`config.mk`:
```
export PLATFORM = sky130hd
export DESIGN_NAME = lcd_host_if
export DESIGN_NICKNAME = d
export VERILOG_FILES = /design/src/rtl/lcd_host_if.sv
export SDC_FILE = /design/constraint.sdc
export NUM_CORES = 1
export LEC_CHECK = 0
export BUFFER_PORTS_ARGS = -buffer_cell sky130_fd_sc_hd__buf_2
export CAP_MARGIN = 10
export CORE_ASPECT_RATIO = 0.7
export CORE_MARGIN = 2
export CORE_UTILIZATION = 63
export DETAILED_ROUTE_END_ITERATION = 16
export PLACE_DENSITY_LB_ADDON = 0.1
export SYNTH_ARGS = -nofsm -noshare
export SYNTH_HDL_FRONTEND = slang
export SYNTH_SLANG_ARGS = --single-unit
```
`constraint.sdc`:
```
create_clock -name clk -period 3.4 [get_ports clk]
set_input_delay 0.51 -clock clk [delete_from_list [all_inputs] [get_ports clk]]
set_output_delay 0.51 -clock clk [all_outputs]
set_load 0.05 [all_outputs]
```
`src/rtl/lcd_host_if.sv`:
```
// Host-side command issuer and IRAM image capture for the LCD controller.
// Opcodes are queued in a small FIFO, issued under busy, and a WRITE frame is captured into a 64x8 image.
module lcd_host_if #(
    parameter int CMD_DEPTH = 8
) (
    input  logic       clk,
    input  logic       reset,
    input  logic [3:0] in_cmd,
    input  logic       in_valid,
    output logic       in_ready,
    output logic [3:0] lcd_cmd,
    output logic       lcd_cmd_valid,
    input  logic       lcd_busy,
    input  logic       lcd_iram_valid,
    input  logic [5:0] lcd_iram_a,
    input  logic [7:0] lcd_iram_d,
    input  logic       lcd_done,
    input  logic [5:0] rd_addr,
    output logic [7:0] rd_data,
    output logic       frame_done,
    output logic       frame_err,
    output logic       cmd_err
);

    localparam int AW = $clog2(CMD_DEPTH);

    typedef enum logic [2:0] {
        ST_WAIT,
        ST_ISSUE,
        ST_GAP,
        ST_CAPTURE,
        ST_DONE
    } state_t;

    state_t state_reg, state_next;

    logic [3:0]    fifo_mem [CMD_DEPTH];
    logic [AW-1:0] wr_ptr_reg, rd_ptr_reg;
    logic [AW:0]   count_reg;
    logic          full, empty, push, pop;
    logic [3:0]    head;

    logic          wr_seen_reg;
    logic [3:0]    lcd_cmd_reg, lcd_cmd_next;
    logic          lcd_cmd_valid_reg, lcd_cmd_valid_next;
    logic [6:0]    write_cnt_reg, write_cnt_next;
    logic          cap_we, drop;
    logic          frame_done_reg, frame_done_set;
    logic          frame_err_reg, frame_err_set;
    logic          cmd_err_reg;
    logic [7:0]    img_reg [64];
    logic [7:0]    rd_data_reg;

    assign full     = (count_reg == (AW+1)'(CMD_DEPTH));
    assign empty    = (count_reg == '0);
    assign in_ready = !full && !wr_seen_reg;
    assign push     = in_valid && in_ready;
    assign head     = fifo_mem[rd_ptr_reg];

    always_ff @(posedge clk) begin
        if (push) begin
            fifo_mem[wr_ptr_reg] <= in_cmd;
        end
    end

    always_ff @(posedge clk) begin
        if (reset) begin
            wr_ptr_reg  <= '0;
            rd_ptr_reg  <= '0;
            count_reg   <= '0;
            wr_seen_reg <= 1'b0;
        end else begin
            if (push) begin
                wr_ptr_reg <= wr_ptr_reg + 1'b1;
            end
            if (pop) begin
                rd_ptr_reg <= rd_ptr_reg + 1'b1;
            end
            case ({push, pop})
                2'b10:   count_reg <= count_reg + 1'b1;
                2'b01:   count_reg <= count_reg - 1'b1;
                default: count_reg <= count_reg;
            endcase
            if (push && in_cmd == 4'd0) begin
                wr_seen_reg <= 1'b1;
            end
        end
    end

    // GAP re-samples busy and may issue directly, so back-to-back commands land two cycles apart.
    always_comb begin
        state_next         = state_reg;
        lcd_cmd_next       = lcd_cmd_reg;
        lcd_cmd_valid_next = 1'b0;
        write_cnt_next     = write_cnt_reg;
        pop                = 1'b0;
        drop               = 1'b0;
        cap_we             = 1'b0;
        frame_done_set     = 1'b0;
        frame_err_set      = 1'b0;
        case (state_reg)
            ST_WAIT, ST_GAP: begin
                state_next    = ST_WAIT;
                frame_err_set = lcd_iram_valid;
                if (!lcd_busy && !empty) begin
                    pop = 1'b1;
                    if (head >= 4'd12) begin
                        drop = 1'b1;
                    end else begin
                        lcd_cmd_next       = head;
                        lcd_cmd_valid_next = 1'b1;
                        state_next         = ST_ISSUE;
                    end
                end
            end
            ST_ISSUE: begin
                frame_err_set = lcd_iram_valid;
                state_next    = (lcd_cmd_reg == 4'd0) ? ST_CAPTURE : ST_GAP;
            end
            ST_CAPTURE: begin
                cap_we = lcd_iram_valid;
                if (cap_we && write_cnt_reg != 7'd127) begin
                    write_cnt_next = write_cnt_reg + 7'd1;
                end
                if (lcd_done) begin
                    state_next = ST_DONE;
                    if (write_cnt_next == 7'd64) begin
                        frame_done_set = 1'b1;
                    end else begin
                        frame_err_set = 1'b1;
                    end
                end
            end
            ST_DONE: begin
                frame_err_set = lcd_iram_valid;
            end
            default: begin
                state_next = ST_WAIT;
            end
        endcase
    end

    always_ff @(posedge clk) begin
        if (reset) begin
            state_reg         <= ST_WAIT;
            lcd_cmd_reg       <= 4'd0;
            lcd_cmd_valid_reg <= 1'b0;
            write_cnt_reg     <= 7'd0;
            frame_done_reg    <= 1'b0;
            frame_err_reg     <= 1'b0;
            cmd_err_reg       <= 1'b0;
        end else begin
            state_reg         <= state_next;
            lcd_cmd_reg       <= lcd_cmd_next;
            lcd_cmd_valid_reg <= lcd_cmd_valid_next;
            write_cnt_reg     <= write_cnt_next;
            if (frame_done_set) begin
                frame_done_reg <= 1'b1;
            end
            if (frame_err_set) begin
                frame_err_reg <= 1'b1;
            end
            if (drop) begin
                cmd_err_reg <= 1'b1;
            end
        end
    end

    // Image kept in flops so that reset can clear every entry at once.
    generate
        for (genvar gi = 0; gi < 64; gi++) begin : g_img
            always_ff @(posedge clk) begin
                if (reset) begin
                    img_reg[gi] <= 8'd0;
                end else if (cap_we && lcd_iram_a == 6'(gi)) begin
                    img_reg[gi] <= lcd_iram_d;
                end
            end
        end
    endgenerate

    always_ff @(posedge clk) begin
        if (reset) begin
            rd_data_reg <= 8'd0;
        end else begin
            rd_data_reg <= img_reg[rd_addr];
        end
    end

    assign lcd_cmd       = lcd_cmd_reg;
    assign lcd_cmd_valid = lcd_cmd_valid_reg;
    assign rd_data       = rd_data_reg;
    assign frame_done    = frame_done_reg;
    assign frame_err     = frame_err_reg;
    assign cmd_err       = cmd_err_reg;

endmodule

```
==> impl_metrics.json <==
{
  "skew_ns": 0.01832,
  "seq_area_frac_synth_pct": 63.84,
  "critPathArrivalTime_ns": 3.06,
  "synth_area_um2": 26840,
  "area.growth.synth_to_final_pct": 10.31,
  "cellInternalPower_mw": 12.07,
  "grt.busiest_layer": "met1",
  "port_buffers": 46,
  "cts_resized": 0,
  "root_buffer": "clkbuf_16",
  "grt_pass1_vias": 15540,
  "crit_path_start": "state_reg[0]$_SDFFE_PP0P_",
  "ir_worst_vdd_v": 0.0004563,
  "first_pass_iters": 5,
  "synth.most_common_cell": "edfxtp_1",
  "fmax_mhz": 350.2,
  "power-per-cell-area_nw_per_um2": 535.5,
  "status": "finished clean",
  "seqPwrFrac_pct": 52.3,
  "vias_per_cell": 6.381,
  "ys_warn_count": 0,
  "netlist_instances": 1832,
  "grt_first_pass_wirelength_um": 100700,
  "regToRegStartpoint": "state_reg[0]$_SDFFE_PP0P_",
  "startpoint_type": "register",
  "syn_area_per_cell_um2": 14.65,
  "setup_viol": 0,
  "die_w_um": 250.7,
  "synth_top_area_cell": "edfxtp_1",
  "gp_congestion": 0.9033,
  "synthSimpleGateAreaFrac_pct": 16.13,
  "drtIter0Drc": 2042,
  "rsz0062_at_grt": "no",
  "syn_nets": 1869,
  "synth_mux_area_share_pct": 12.99,
  "clk_latency_ns": 0.59,
  "vias": 15830,
  "gr-usage-met2_pct": 44.29,
  "end_kind": "register",
  "setup_tns_ns": 0,
  "cts_tree": "built",
  "slowest_stage": "o21bai_1",
  "synthFlopType": "edfxtp_1",
  "synth_cell_type_count": 58,
  "crit_fanout": 8,
  "io_pins": 47,
  "ys_top_cells_by_count": "edfxtp_1 (544), and2_1 (515), mux4_2 (137), nor2_1 (109), clkbuf_1 (83)",
  "rows": 63,
  "ys_seq_elements": 584,
  "drc_errors": 0,
  "slew_violations": 0,
  "dieArea_um2": 44300,
  "wl_per_cell_um": 27.18,
  "layout_min_cycle_time_ns": 2.855,
  "start_util_pct": 63.65,
  "reg2reg_slack_ns": 0.54,
  "worst_path_largest_cell_delay_ns": 0.77,
  "power_switching_mw": 3.785,
  "r2r_cells": 5,
  "grt_use_total_pct": 31.28,
  "crit_end": "img_reg[60][6]$_SDFFCE_PN0P_",
  "cap_viol_max_count": 0,
  "cp_cell_sequence": "and2b_1 > nand3_2 > nor3_2 > nand3_1 > o21bai_1",
  "place_hpwl_um": 46010,
  "pwr-share-comb_pct": 9.7,
  "relSlewSlack_pct": 42.02,
  "hold_viol": 0,
  "h-tree-depth": 2,
  "grt_util_met3_pct": 8.397,
  "p_leak_nw": 10.72,
  "synth_compound_area_share_pct": 4.032,
  "synth_fa_ha_area_share_pct": 0.3543,
  "antenna_found_initial": 3,
  "crit_type": "reg -> reg",
  "cts_buffers": 54,
  "holdBufCountCts": 0,
  "wirelength_um": 67440,
  "switching_share_pct": 23.87,
  "use_met1_pct": 48.55,
  "clk_pin_slew_worst_paths_ns": 0.07,
  "grt_max_degree": 65,
  "cts_setup_buffers": 0,
  "synth_edf_count": 544,
  "clockBufferDepth": 3,
  "clock_sinks": 584,
  "nets": 1922,
  "hp-class": "in -> reg",
  "grt_overflow": 0,
  "async_reset_ff_share_pct": 0,
  "synth_xor_area_share_pct": 0.3589,
  "post-route-period-util_pct": 83.98,
  "final_area_um2": 29610,
  "fp.dieH_um": 176.7,
  "synth_top_family_by_area": "simple AND/OR/NAND/NOR gates",
  "placed_cell_area_um2": 27880,
  "drive_gt1_share_pct": 19.62,
  "power_frac_clock_pct": 38.0,
  "largest_register_ffs": 512,
  "core_area_um2": 42170,
  "worstPathRequired_ns": 3.61,
  "synth_top_cell_area_share_pct": 60.86,
  "ys_top_cells_by_area": "edfxtp_1 (61%), and2_1 (12%), mux4_2 (11%), dfxtp_1 (3.0%), o21bai_1 (1.8%)",
  "reg2reg_to": "img_reg[60][6]$_SDFFCE_PN0P_",
  "tightest_slew_ns": 0.8680,
  "drtAntennaViolNets": 0
}
[worst max-delay path: cells and delay by family (launching register included)]
family	cells	cell delay [ns]
flops	1	0.42
simple gates	4	1.28
compound gates	1	0.77
[cell type report]
cell class                 instances  area [um2]
clock inverter                    26       235.2
tap                              552       690.7
multi-input combinational       1106        9090
clock buffer                      72        1491
inverter                           6       22.52
fill                            2787       12560
sequential                       584       17140
antenna                            2       5.005
timing repair buffer             133       935.9
[logic make-up (layout without fill, tap and decap cells)]
logic type      count (synthesis)  count (layout)
buf+inv                       142             237
mux                           176             176
other cells                     0               2
compound gates                159             159
simple gates                  753             753
xor+xnor                       11              11
flops                         584             584
fa+ha+maj                       7               7
[stage by stage]
stage / total power [mW] / hold slack (ns) / utilization, % / instances / setup slack (ns)
after floorplan: 9.398 / 0.4375 / - / 1832 / 0.2043
final: 15.86 / 0.2212 / 70.21 / 2481 / 0.5446
after detailed placement: 9.965 / 0.4577 / 66.10 / 2381 / 0.6201
after global routing: 16.27 / 0.2171 / 70.21 / 2481 / 0.4382
after CTS: 15.86 / 0.2048 / 70.19 / 2479 / 0.6107
after global placement: 9.925 / 0.4491 / 66.10 / 2381 / 0.6493
[routing by layer]
layer / wire length [um] / share of wire [%] / vias to the layer above
met5: 12 / 0.018 / -
met4: 1797 / 2.7 / 2
met3: 7842 / 12 / 122
met2: 28720 / 43 / 870
met1: 29060 / 43 / 7996
li1: - / - / 6842
[how the worst min path moves through the flow]
stage | endpoint | startpoint | depth (start not counted)
final | fifo_mem[2][2]$_DFFE_PP_ | in_cmd[2] | 1
after global placement | frame_done$_SDFFE_PP0P_ | frame_done$_SDFFE_PP0P_ | 2
after detailed placement | frame_done$_SDFFE_PP0P_ | frame_done$_SDFFE_PP0P_ | 2
after floorplan | wr_seen_reg$_SDFFE_PP0P_ | wr_seen_reg$_SDFFE_PP0P_ | 2
after CTS | fifo_mem[0][3]$_DFFE_PP_ | in_cmd[3] | 1
after global routing | fifo_mem[0][3]$_DFFE_PP_ | in_cmd[3] | 1
[cells in the final DEF (no fill, tap or decap), types with 4 or more instances in the layout]
master     count
o21ai_0       13
clkinv_1       4
xor2_1         5
ha_1           6
dfxtp_1       40
mux2i_1       31
nand4_1        4
nor2b_1       11
a21oi_1       34
inv_1          6
nor2_1       109
buf_4         85
nand3_1       11
and2_1       515
a211oi_1       6
edfxtp_1     544
mux4_2       137
bufinv_16      4
buf_2         43
nor2_2         8
o22ai_1       12
o21bai_1      64
nor4_1         5
clkbuf_16     56
nand2_1       42
clkinv_2      15
mux2_2         8
clkbuf_1      13
o221ai_1       5
nor3_1        17
and3_1         4
xnor2_1        6
nand2b_1       8
or2_2          5
[power groups by stage]
stage	Combinational, mW	Sequential [mW]	Clock (mW)
global route	1.64	8.32	6.31
CTS	1.53	8.29	6.04
finish	1.54	8.29	6.02
floorplan	0.925	8.47	0
detailed placement	1.52	8.44	0
global placement	1.50	8.43	0
Power figures use the tool's default switching activity.
